<file path="config.mk">
export PLATFORM = sky130hd
export DESIGN_NAME = multicycle_control
export DESIGN_NICKNAME = d
export VERILOG_FILES = /design/src/rtl/multicycle_control.sv
export SDC_FILE = /design/constraint.sdc
export NUM_CORES = 1
export LEC_CHECK = 0
export ABC_AREA = 1
export CORE_AREA = 5 5 42 44
export CTS_BUF_LIST = sky130_fd_sc_hd__clkbuf_8 sky130_fd_sc_hd__clkbuf_16
export DETAILED_ROUTE_END_ITERATION = 10
export DIE_AREA = 0 0 47 49
export DONT_BUFFER_PORTS = 1
export GPL_TIMING_DRIVEN = 0
export PLACE_DENSITY = 0.56
export SKIP_CTS_REPAIR_TIMING = 1
export SYNTH_ARGS = -nofsm -noshare
export SYNTH_HDL_FRONTEND = slang
export SYNTH_SLANG_ARGS = --single-unit
</file>
<file path="constraint.sdc">
create_clock -name clk -period 2.7 [get_ports clk]
set_input_delay 0.27 -clock clk [delete_from_list [all_inputs] [get_ports clk]]
set_output_delay 0.27 -clock clk [all_outputs]
set_load 0.02 [all_outputs]
</file>
<file path="src/rtl/multicycle_control.sv">
// Multicycle RV32I main controller: Moore FSM sequencing fetch/decode/execute/memory/writeback.
// Optional macro BNE_EN: BEQ state honours funct3==001 as bne (branch on !zero).
module multicycle_control (
  input  logic       clk,
  input  logic       reset,
  input  logic [6:0] op,
  input  logic [2:0] funct3,
  input  logic       funct7b5,
  input  logic       zero,
  output logic       pcWrite,
  output logic       adrSrc,
  output logic       memWrite,
  output logic       irWrite,
  output logic [1:0] resultSrc,
  output logic [1:0] aluSrcA,
  output logic [1:0] aluSrcB,
  output logic       regWrite,
  output logic [1:0] immSrc,
  output logic [2:0] aluControl
);

  typedef enum logic [3:0] {
    S_FETCH, S_DECODE, S_MEMADR, S_MEMREAD, S_MEMWB, S_MEMWRITE,
    S_EXECUTER, S_EXECUTEI, S_ALUWB, S_BEQ, S_JAL
  } state_t;

  state_t     r_state;
  state_t     w_state;
  state_t     w_next;
  logic [1:0] w_aluOp;
  logic       w_pcUpdate;
  logic       w_branch;
  logic       w_brCond;

  always_ff @(posedge clk) begin
    if (reset) r_state <= S_FETCH;
    else       r_state <= w_next;
  end

  // Outputs decode from FETCH while reset is high, so an interrupted
  // MEMWRITE/ALUWB never issues its write during the reset cycle.
  always_comb begin
    w_state = reset ? S_FETCH : r_state;
  end

  always_comb begin
    w_next = S_FETCH;
    case (w_state)
      S_FETCH:    w_next = S_DECODE;
      S_DECODE: begin
        case (op)
          7'b0000011, 7'b0100011: w_next = S_MEMADR;
          7'b0110011:             w_next = S_EXECUTER;
          7'b0010011:             w_next = S_EXECUTEI;
          7'b1101111:             w_next = S_JAL;
          7'b1100011:             w_next = S_BEQ;
          default:                w_next = S_FETCH;
        endcase
      end
      S_MEMADR:   w_next = (op == 7'b0000011) ? S_MEMREAD : S_MEMWRITE;
      S_MEMREAD:  w_next = S_MEMWB;
      S_EXECUTER: w_next = S_ALUWB;
      S_EXECUTEI: w_next = S_ALUWB;
      S_JAL:      w_next = S_ALUWB;
      default:    w_next = S_FETCH;
    endcase
  end

  always_comb begin
    adrSrc     = 1'b0;
    memWrite   = 1'b0;
    irWrite    = 1'b0;
    resultSrc  = 2'b00;
    aluSrcA    = 2'b00;
    aluSrcB    = 2'b00;
    regWrite   = 1'b0;
    w_aluOp    = 2'b00;
    w_pcUpdate = 1'b0;
    w_branch   = 1'b0;
    case (w_state)
      S_FETCH: begin
        irWrite    = 1'b1;
        aluSrcB    = 2'b10;
        resultSrc  = 2'b10;
        w_pcUpdate = 1'b1;
      end
      S_DECODE: begin
        aluSrcA = 2'b01;
        aluSrcB = 2'b01;
      end
      S_MEMADR: begin
        aluSrcA = 2'b10;
        aluSrcB = 2'b01;
      end
      S_MEMREAD:  adrSrc = 1'b1;
      S_MEMWB: begin
        resultSrc = 2'b01;
        regWrite  = 1'b1;
      end
      S_MEMWRITE: begin
        adrSrc   = 1'b1;
        memWrite = 1'b1;
      end
      S_EXECUTER: begin
        aluSrcA = 2'b10;
        w_aluOp = 2'b10;
      end
      S_EXECUTEI: begin
        aluSrcA = 2'b10;
        aluSrcB = 2'b01;
        w_aluOp = 2'b10;
      end
      S_ALUWB:    regWrite = 1'b1;
      S_BEQ: begin
        aluSrcA  = 2'b10;
        w_aluOp  = 2'b01;
        w_branch = 1'b1;
      end
      S_JAL: begin
        aluSrcA    = 2'b01;
        aluSrcB    = 2'b10;
        w_pcUpdate = 1'b1;
      end
      default: ;
    endcase
  end

  always_comb begin
`ifdef BNE_EN
    w_brCond = (funct3 == 3'b001) ? ~zero : zero;
`else
    w_brCond = zero;
`endif
    pcWrite = w_pcUpdate | (w_branch & w_brCond);
  end

  always_comb begin
    case (op)
      7'b0100011: immSrc = 2'b01;
      7'b1100011: immSrc = 2'b10;
      7'b1101111: immSrc = 2'b11;
      default:    immSrc = 2'b00;
    endcase
  end

  // Only register-form sub sets op[5]; addi with imm[10]=1 stays add.
  always_comb begin
    aluControl = 3'b000;
    case (w_aluOp)
      2'b01: aluControl = 3'b001;
      2'b10: begin
        case (funct3)
          3'b000:  aluControl = (funct7b5 & op[5]) ? 3'b001 : 3'b000;
          3'b010:  aluControl = 3'b101;
          3'b110:  aluControl = 3'b011;
          3'b111:  aluControl = 3'b010;
          default: aluControl = 3'b000;
        endcase
      end
      default: aluControl = 3'b000;
    endcase
  end

endmodule

</file>
==> load_flow_metrics.sql, run 1 <==
INSERT INTO impl_metrics (metric_group, metric, value, unit) VALUES
('run_status', 'outcome', 'completed', ''),
('routing', 'ant_nets', '0', ''),
('worst_setup_path', 'cp_data_arrival_time', '2.06', 'ns'),
('synth', 'fraction_of_the_yosys_area_taken_by_sequential_cells', '15.3', '%'),
('synth', 'synthesis.area', '524', 'µm²'),
('routing', 'route.final.wire_length', '1250', 'µm'),
('worst_setup_path', 'r2r_slack', '1.64', 'ns'),
('routing', 'dr.first_iter.drc_count', '2', ''),
('flow_run', 'cap_viol_max_count', '0', ''),
('sta', 'clock.fmax', '0.429', 'GHz'),
('cells_and_area', 'antennaDiodeCount', '0', ''),
('sta', 'fin_crit_sh', '86.3', '%'),
('floorplanning', 'die_w', '47', 'µm'),
('floorplanning', 'top_level_ports', '30', ''),
('cells_and_area', 'area_occupied_by_multi_input_gates', '365', 'µm²'),
('power', 'pwr_density_cell', '377', 'nW/µm²'),
('cts', 'cts_inserted_buffers', '3', ''),
('cells_and_area', 'area.sequential', '80.1', 'µm²'),
('cells_and_area', 'area_growth_syn_to_layout', '11.7', '%'),
('worst_setup_path', 'timing.critical_path.slowest_stage_cell', 'sky130_fd_sc_hd__nor3_1', ''),
('cells_and_area', 'final_layout_size_suffix_gt1_share', '27.7', '%'),
('cts', 'tritoncts_num_sinks', '4', ''),
('cells_and_area', 'n_fill_cell', '178', ''),
('sta', 'clock_skew', '0.00153', 'ns'),
('routing', 'drc', '0', ''),
('sta', 'slew_headroom', '56.1', '%'),
('floorplanning', 'initial_utilization', '37.4', '%'),
('synth', 'yosys.cell_types.count', '21', ''),
('cts', 'tritoncts', 'built', ''),
('cts', 'htree_num_levels', '1', ''),
('sta', 'max_slew.worst_pin.slew', '0.654', 'ns'),
('power', 'irDropWorstVdd', '0.225', 'mV'),
('placed_design', 'dpl_cell_area', '544', 'µm²'),
('floorplanning', 'area_of_the_placeable_core', '1400', 'µm²'),
('floorplanning', 'chipHeight', '49', 'µm'),
('sta', 'finalHoldViolCount', '0', ''),
('global_routing', 'grt_usage', '12.0', '%'),
('placed_design', 'buffer_ports.inserted', '0', ''),
('placed_design', 'place_congestion', '0.804', ''),
('routing', 'wire_per_inst', '11.4', 'µm'),
('sta', 'setup_violations', '0', ''),
('power', 'power.static_leakage', '0.305', 'nW'),
('global_routing', 'largest_net_degree_at_the_start_of_global_routing', '6', ''),
('sta', 'unrepaired_setup_endpoints_after_global_routing', 'false', ''),
('worst_setup_path', 'path_max_fanout', '4', ''),
('worst_setup_path', 'crit_path_start_kind', 'flop', ''),
('synth', 'syn-num-nets', '107', ''),
('worst_setup_path', 'timing.critical_path.to_type', 'output port', ''),
('global_routing', 'grt_pass1_wl', '1990', 'µm'),
('synth', 'netlist_instances', '91', ''),
('worst_setup_path', 'crit_path_max_incr_delay', '0.52', 'ns'),
('routing', 'dr_vias', '548', ''),
('cts', 'cts_max_path_buffers', '2', ''),
('global_routing', 'first_global_vias', '488', ''),
('synth', 'synth_area_per_cell', '5.76', 'µm²'),
('worst_setup_path', 'cell_chain_critical_path', 'inv_2, nand3_2, inv_1, nand2_2, ha_1, nor2_1, nand2_1, nor3_1', ''),
('cts', 'root_buffer', 'sky130_fd_sc_hd__clkbuf_8', ''),
('global_routing', 'grt-ovfl-total', '0', ''),
('global_routing', 'initial_antenna_violation_count', '0', ''),
('floorplanning', 'die-area', '2300', 'µm²'),
('routing', 'mean_number_of_vias_per_cell', '4.98', ''),
('sta', 'timing.setup.tns', '0', 'ns'),
('sta', 'number_of_max_slew_violations_in_the_final_report', '0', ''),
('sta', 'post-route-min-period', '2.33', 'ns'),
('cts', 'worstSkewPairLatency', '0.22', 'ns'),
('hold_path', 'worst_hold_path_type', 'primary input to flop', ''),
('synth', 'synth.yosys.warnings', '0', ''),
('synth', 'postSynthRegisterBits', '4', ''),
('cells_and_area', 'final_net_count', '112', ''),
('cells_and_area', 'largest_reg_flops', '4', ''),
('routing', 'drtPass1Iterations', '3', ''),
('cells_and_area', 'register_with_the_most_flip_flops', 'r_state', ''),
('floorplanning', 'core.rowCount', '14', ''),
('worst_setup_path', 'cp.required', '2.43', 'ns'),
('cts', 'clkTransAtPathRegs', '0.03', 'ns'),
('cells_and_area', 'design_area', '586', 'µm²'),
('worst_setup_path', 'timing.setup.critical_path_class', 'flop to output port', ''),
('placed_design', 'place_hpwl', '1050', 'µm'),
('cells_and_area', 'top_regs', 'r_state: 4 flops', '');
[cells in the mapped netlist]
master | instances | area, µm²
sky130_fd_sc_hd__a21oi_1 | 3 | 15.0
sky130_fd_sc_hd__buf_4 | 1 | 7.51
sky130_fd_sc_hd__dfxtp_1 | 4 | 80.1
sky130_fd_sc_hd__ha_1 | 2 | 25.0
sky130_fd_sc_hd__inv_1 | 9 | 33.8
sky130_fd_sc_hd__inv_2 | 10 | 37.5
sky130_fd_sc_hd__nand2_1 | 26 | 97.6
sky130_fd_sc_hd__nand2_2 | 3 | 18.8
sky130_fd_sc_hd__nand2_4 | 1 | 11.3
sky130_fd_sc_hd__nand3_1 | 9 | 45.0
sky130_fd_sc_hd__nand3_2 | 2 | 20.0
sky130_fd_sc_hd__nand4_1 | 1 | 6.26
sky130_fd_sc_hd__nor2_1 | 9 | 33.8
sky130_fd_sc_hd__nor2_2 | 2 | 12.5
sky130_fd_sc_hd__nor2_4 | 2 | 22.5
sky130_fd_sc_hd__nor3_1 | 1 | 5.00
sky130_fd_sc_hd__nor3_2 | 1 | 10.0
sky130_fd_sc_hd__nor3_4 | 1 | 16.3
sky130_fd_sc_hd__o21a_1 | 1 | 7.51
sky130_fd_sc_hd__o21ai_1 | 2 | 10.0
sky130_fd_sc_hd__o221ai_1 | 1 | 8.76
[routing by layer]
metal	vias up	GRT usage [%]	share of wire, %
met3	4	3.32	10
met5	-	0	0
met4	0	9.22	3.3
li1	286	-	-
met2	21	17.2	46
met1	237	14.3	40
[through the flow]
| stage | setup slack (ns) | power, mW | utilization (%) | std cells | hold WS, ns |
|---|---|---|---|---|---|
| 3_5_place_dp | 0.604 | 0.0977 | 38.8 | 107 | 0.343 |
| 5_1_grt | 0.263 | 0.232 | 41.8 | 110 | 0.118 |
| 3_3_place_gp | 0.644 | 0.0972 | 38.8 | 107 | 0.342 |
| 4_1_cts | 0.381 | 0.221 | 41.8 | 110 | 0.120 |
| 6_report | 0.370 | 0.221 | 41.8 | 110 | 0.119 |
| 2_1_floorplan | 0.767 | 0.0934 | - | 91 | 0.339 |
[worst max-delay path: cells and delay by family, from the launching register on]
family / cells / cell delay, ns
adder cells (fa/ha/maj): 1 / 0.31
buffers and inverters: 2 / 0.21
flip-flops: 1 / 0.33
AND/OR/NAND/NOR: 5 / 0.99
[final cells by class]
cell class                 instances  share of cell area (%)
multi-input combinational         67                    62.4
sequential                         4                    13.7
inverter                          19                    12.2
clock buffer                       3                    7.05
tap                               16                    3.42
buffer                             1                    1.28
[final timing paths]
| check | start | end | cells after the start |
|---|---|---|---|
| min | reset | r_state[0]$_SDFF_PP0_ | 1 |
| max reg2reg | r_state[1]$_SDFF_PP0_ | r_state[2]$_SDFF_PP0_ | 5 |
| max | r_state[1]$_SDFF_PP0_ | aluControl[2] | 8 |
| min reg2reg | r_state[1]$_SDFF_PP0_ | r_state[2]$_SDFF_PP0_ | 2 |
[cells by family (layout without fill, tap and decap cells)]
group | Yosys count | in the layout | share of synthesized area [%]
AOI/OAI and AO/OA | 7 | 7 | 7.88
adders and majority gates | 2 | 2 | 4.77
buffers and inverters | 20 | 23 | 15.0
DFF | 4 | 4 | 15.3
and+or+nand+nor | 58 | 58 | 57.0
[power by group]
part	internal (mW)	switching [mW]
Combinational	0.00927	0.0247
Clock	0.0949	0.0295
Sequential	0.0610	0.00163
Total	0.165	0.0558
[layout by cell type (no fill, tap or decap), drive strengths merged]
cell / n
o21ai: 2
nand3: 11
nand2: 30
clkbuf: 3
nor2: 13
a21oi: 3
dfxtp: 4
buf: 1
o221ai: 1
inv: 19
nor3: 3
o21a: 1
ha: 2
nand4: 1
Power figures use the tool's default switching activity.
==> run 2: changes to the inputs <==
SETUP_SLACK_MARGIN = 0.5   (was unset)
==> load_flow_metrics.sql, run 2 (synthesis results as in run 1) <==
INSERT INTO impl_metrics (metric_group, metric, value, unit) VALUES
('global_routing', 'grt_usage', '12.0', '%'),
('global_routing', 'largest_net_degree_at_the_start_of_global_routing', '6', ''),
('worst_setup_path', 'cp_data_arrival_time', '1.82', 'ns'),
('hold_path', 'worst_hold_path_type', 'primary input to flop', ''),
('sta', 'setup_violations', '0', ''),
('sta', 'unrepaired_setup_endpoints_after_global_routing', 'false', ''),
('cts', 'clkTransAtPathRegs', '0.03', 'ns'),
('worst_setup_path', 'crit_path_max_incr_delay', '0.34', 'ns'),
('sta', 'post-route-min-period', '2.09', 'ns'),
('cells_and_area', 'register_with_the_most_flip_flops', 'r_state', ''),
('worst_setup_path', 'cp.required', '2.43', 'ns'),
('worst_setup_path', 'timing.critical_path.slowest_stage_cell', 'sky130_fd_sc_hd__dfxtp_1', ''),
('routing', 'mean_number_of_vias_per_cell', '5.00', ''),
('placed_design', 'place_congestion', '0.804', ''),
('global_routing', 'groute.layer.met3.usage', '3.32', '%'),
('cells_and_area', 'area_occupied_by_multi_input_gates', '408', 'µm²'),
('run_status', 'outcome', 'completed', ''),
('global_routing', 'grt_most_used_layer', 'met2', ''),
('cells_and_area', 'utilization', '44.8', '%'),
('sta', 'timing.setup.tns', '0', 'ns'),
('cts', 'htree_num_levels', '1', ''),
('power', 'pwr_density_cell', '352', 'nW/µm²'),
('cts', 'tritoncts', 'built', ''),
('global_routing', 'grt-ovfl-total', '0', ''),
('routing', 'drtPass1Iterations', '3', ''),
('cells_and_area', 'top_library_cells_by_usage_in_the_layout_fill_and_taps_aside', 'sky130_fd_sc_hd__nand2_1, sky130_fd_sc_hd__inv_2, sky130_fd_sc_hd__inv_1, sky130_fd_sc_hd__nand3_1, sky130_fd_sc_hd__nor2_1', ''),
('cts', 'cts_inserted_buffers', '3', ''),
('cts', 'cts_max_path_buffers', '2', ''),
('placed_design', 'place_hpwl', '1050', 'µm'),
('floorplanning', 'die_w', '47', 'µm'),
('sta', 'clock_skew', '0.00153', 'ns'),
('cells_and_area', 'area_growth_syn_to_layout', '19.8', '%'),
('sta', 'number_of_max_slew_violations_in_the_final_report', '0', ''),
('cells_and_area', 'n_fill_cell', '170', ''),
('cells_and_area', 'final_layout_size_suffix_gt1_share', '34.0', '%'),
('floorplanning', 'core.rowCount', '14', ''),
('worst_setup_path', 'path_max_fanout', '4', ''),
('routing', 'ant_nets', '0', ''),
('power', 'power.static_leakage', '0.309', 'nW'),
('floorplanning', 'die-area', '2300', 'µm²'),
('sta', 'clock.fmax', '0.479', 'GHz'),
('sta', 'fin_crit_sh', '77.3', '%'),
('worst_setup_path', 'crit_path_start_kind', 'flop', ''),
('cells_and_area', 'antennaDiodeCount', '0', ''),
('worst_setup_path', 'timing.setup.critical_path_class', 'flop to output port', ''),
('global_routing', 'groute.layer.met2.usage', '17.2', '%'),
('placed_design', 'buffer_ports.inserted', '0', ''),
('cells_and_area', 'largest_reg_flops', '4', ''),
('floorplanning', 'chipHeight', '49', 'µm'),
('cells_and_area', 'top_regs', 'r_state: 4 flops', ''),
('sta', 'finalHoldViolCount', '0', ''),
('flow_run', 'cap_viol_max_count', '0', ''),
('routing', 'drc', '0', ''),
('floorplanning', 'area_of_the_placeable_core', '1400', 'µm²'),
('routing', 'route.final.wire_length', '1290', 'µm'),
('worst_setup_path', 'timing.critical_path.to_type', 'output port', ''),
('power', 'irDropWorstVdd', '0.225', 'mV'),
('global_routing', 'initial_antenna_violation_count', '0', ''),
('cts', 'worstSkewPairLatency', '0.22', 'ns'),
('cts', 'root_buffer', 'sky130_fd_sc_hd__clkbuf_8', ''),
('global_routing', 'grt_pass1_wl', '1990', 'µm'),
('sta', 'slew_headroom', '70.3', '%'),
('global_routing', 'first_global_vias', '488', ''),
('cells_and_area', 'final_common_cell', 'sky130_fd_sc_hd__nand2_1', ''),
('worst_setup_path', 'cell_chain_critical_path', 'nand2_2, nor2_2, inv_2, nor2_4, ha_4, nor2_2, nand2_2, nor3_2', ''),
('floorplanning', 'initial_utilization', '37.4', '%'),
('global_routing', 'groute.layer.met1.usage', '14.3', '%'),
('routing', 'dr.first_iter.drc_count', '1', ''),
('routing', 'wire_per_inst', '11.7', 'µm'),
('floorplanning', 'top_level_ports', '30', ''),
('cts', 'tritoncts_num_sinks', '4', ''),
('cells_and_area', 'final_net_count', '112', ''),
('routing', 'dr_vias', '550', ''),
('cells_and_area', 'area.sequential', '80.1', 'µm²'),
('sta', 'max_slew.worst_pin.slew', '0.447', 'ns');
## run 2: cell counts in the layout (fill, tap and decap cells not counted)
No cell type changed its count.
## run 2: stage by stage
stage | hold slack (ns) | setup slack [ns] | std cells | cell area [µm²] | power, mW
final | 0.119 | 0.613 | 110 | 628 | 0.221
after global routing | 0.118 | 0.499 | 110 | 628 | 0.232
after CTS | 0.120 | 0.381 | 110 | 586 | 0.221
after detailed placement | 0.343 | 0.604 | 107 | 544 | 0.0977
after global placement | 0.342 | 0.644 | 107 | 544 | 0.0972
after floorplan | 0.339 | 0.767 | 91 | 524 | 0.0934
## run 2: layer usage
metal	vias up	routed length, µm
li1	286	-
met3	4	129
met1	239	529
met2	21	590
met5	-	0
met4	0	42
## run 2: worst paths after layout
path | cells after the start | endpoint | start | slack, ns
setup reg to reg | 5 | r_state[2]$_SDFF_PP0_ | r_state[1]$_SDFF_PP0_ | 1.64
setup / recovery | 8 | aluControl[2] | r_state[2]$_SDFF_PP0_ | 0.61
hold / removal | 1 | r_state[0]$_SDFF_PP0_ | reset | 0.12
hold reg to reg | 2 | r_state[2]$_SDFF_PP0_ | r_state[1]$_SDFF_PP0_ | 0.61
## run 2: cell type report
| class | count | share of cell area [%] |
|---|---|---|
| sequential | 4 | 12.7 |
| tap | 16 | 3.19 |
| buffer | 1 | 1.20 |
| multi-input combinational | 67 | 64.9 |
| inverter | 19 | 11.4 |
| clock buffer | 3 | 6.57 |
## run 2: worst max-delay path, delay by kind of cell (launching register included)
family,cells,cell delay (ns)
and+or+nand+nor,6,0.94
DFF,1,0.34
adders and majority gates,1,0.23
buffers and inverters,1,0.08
## run 2: power breakdown
part	switching (mW)	internal (mW)
clock network	0.0295	0.0949
logic	0.0248	0.00931
registers	0.00163	0.0610
total	0.0560	0.165
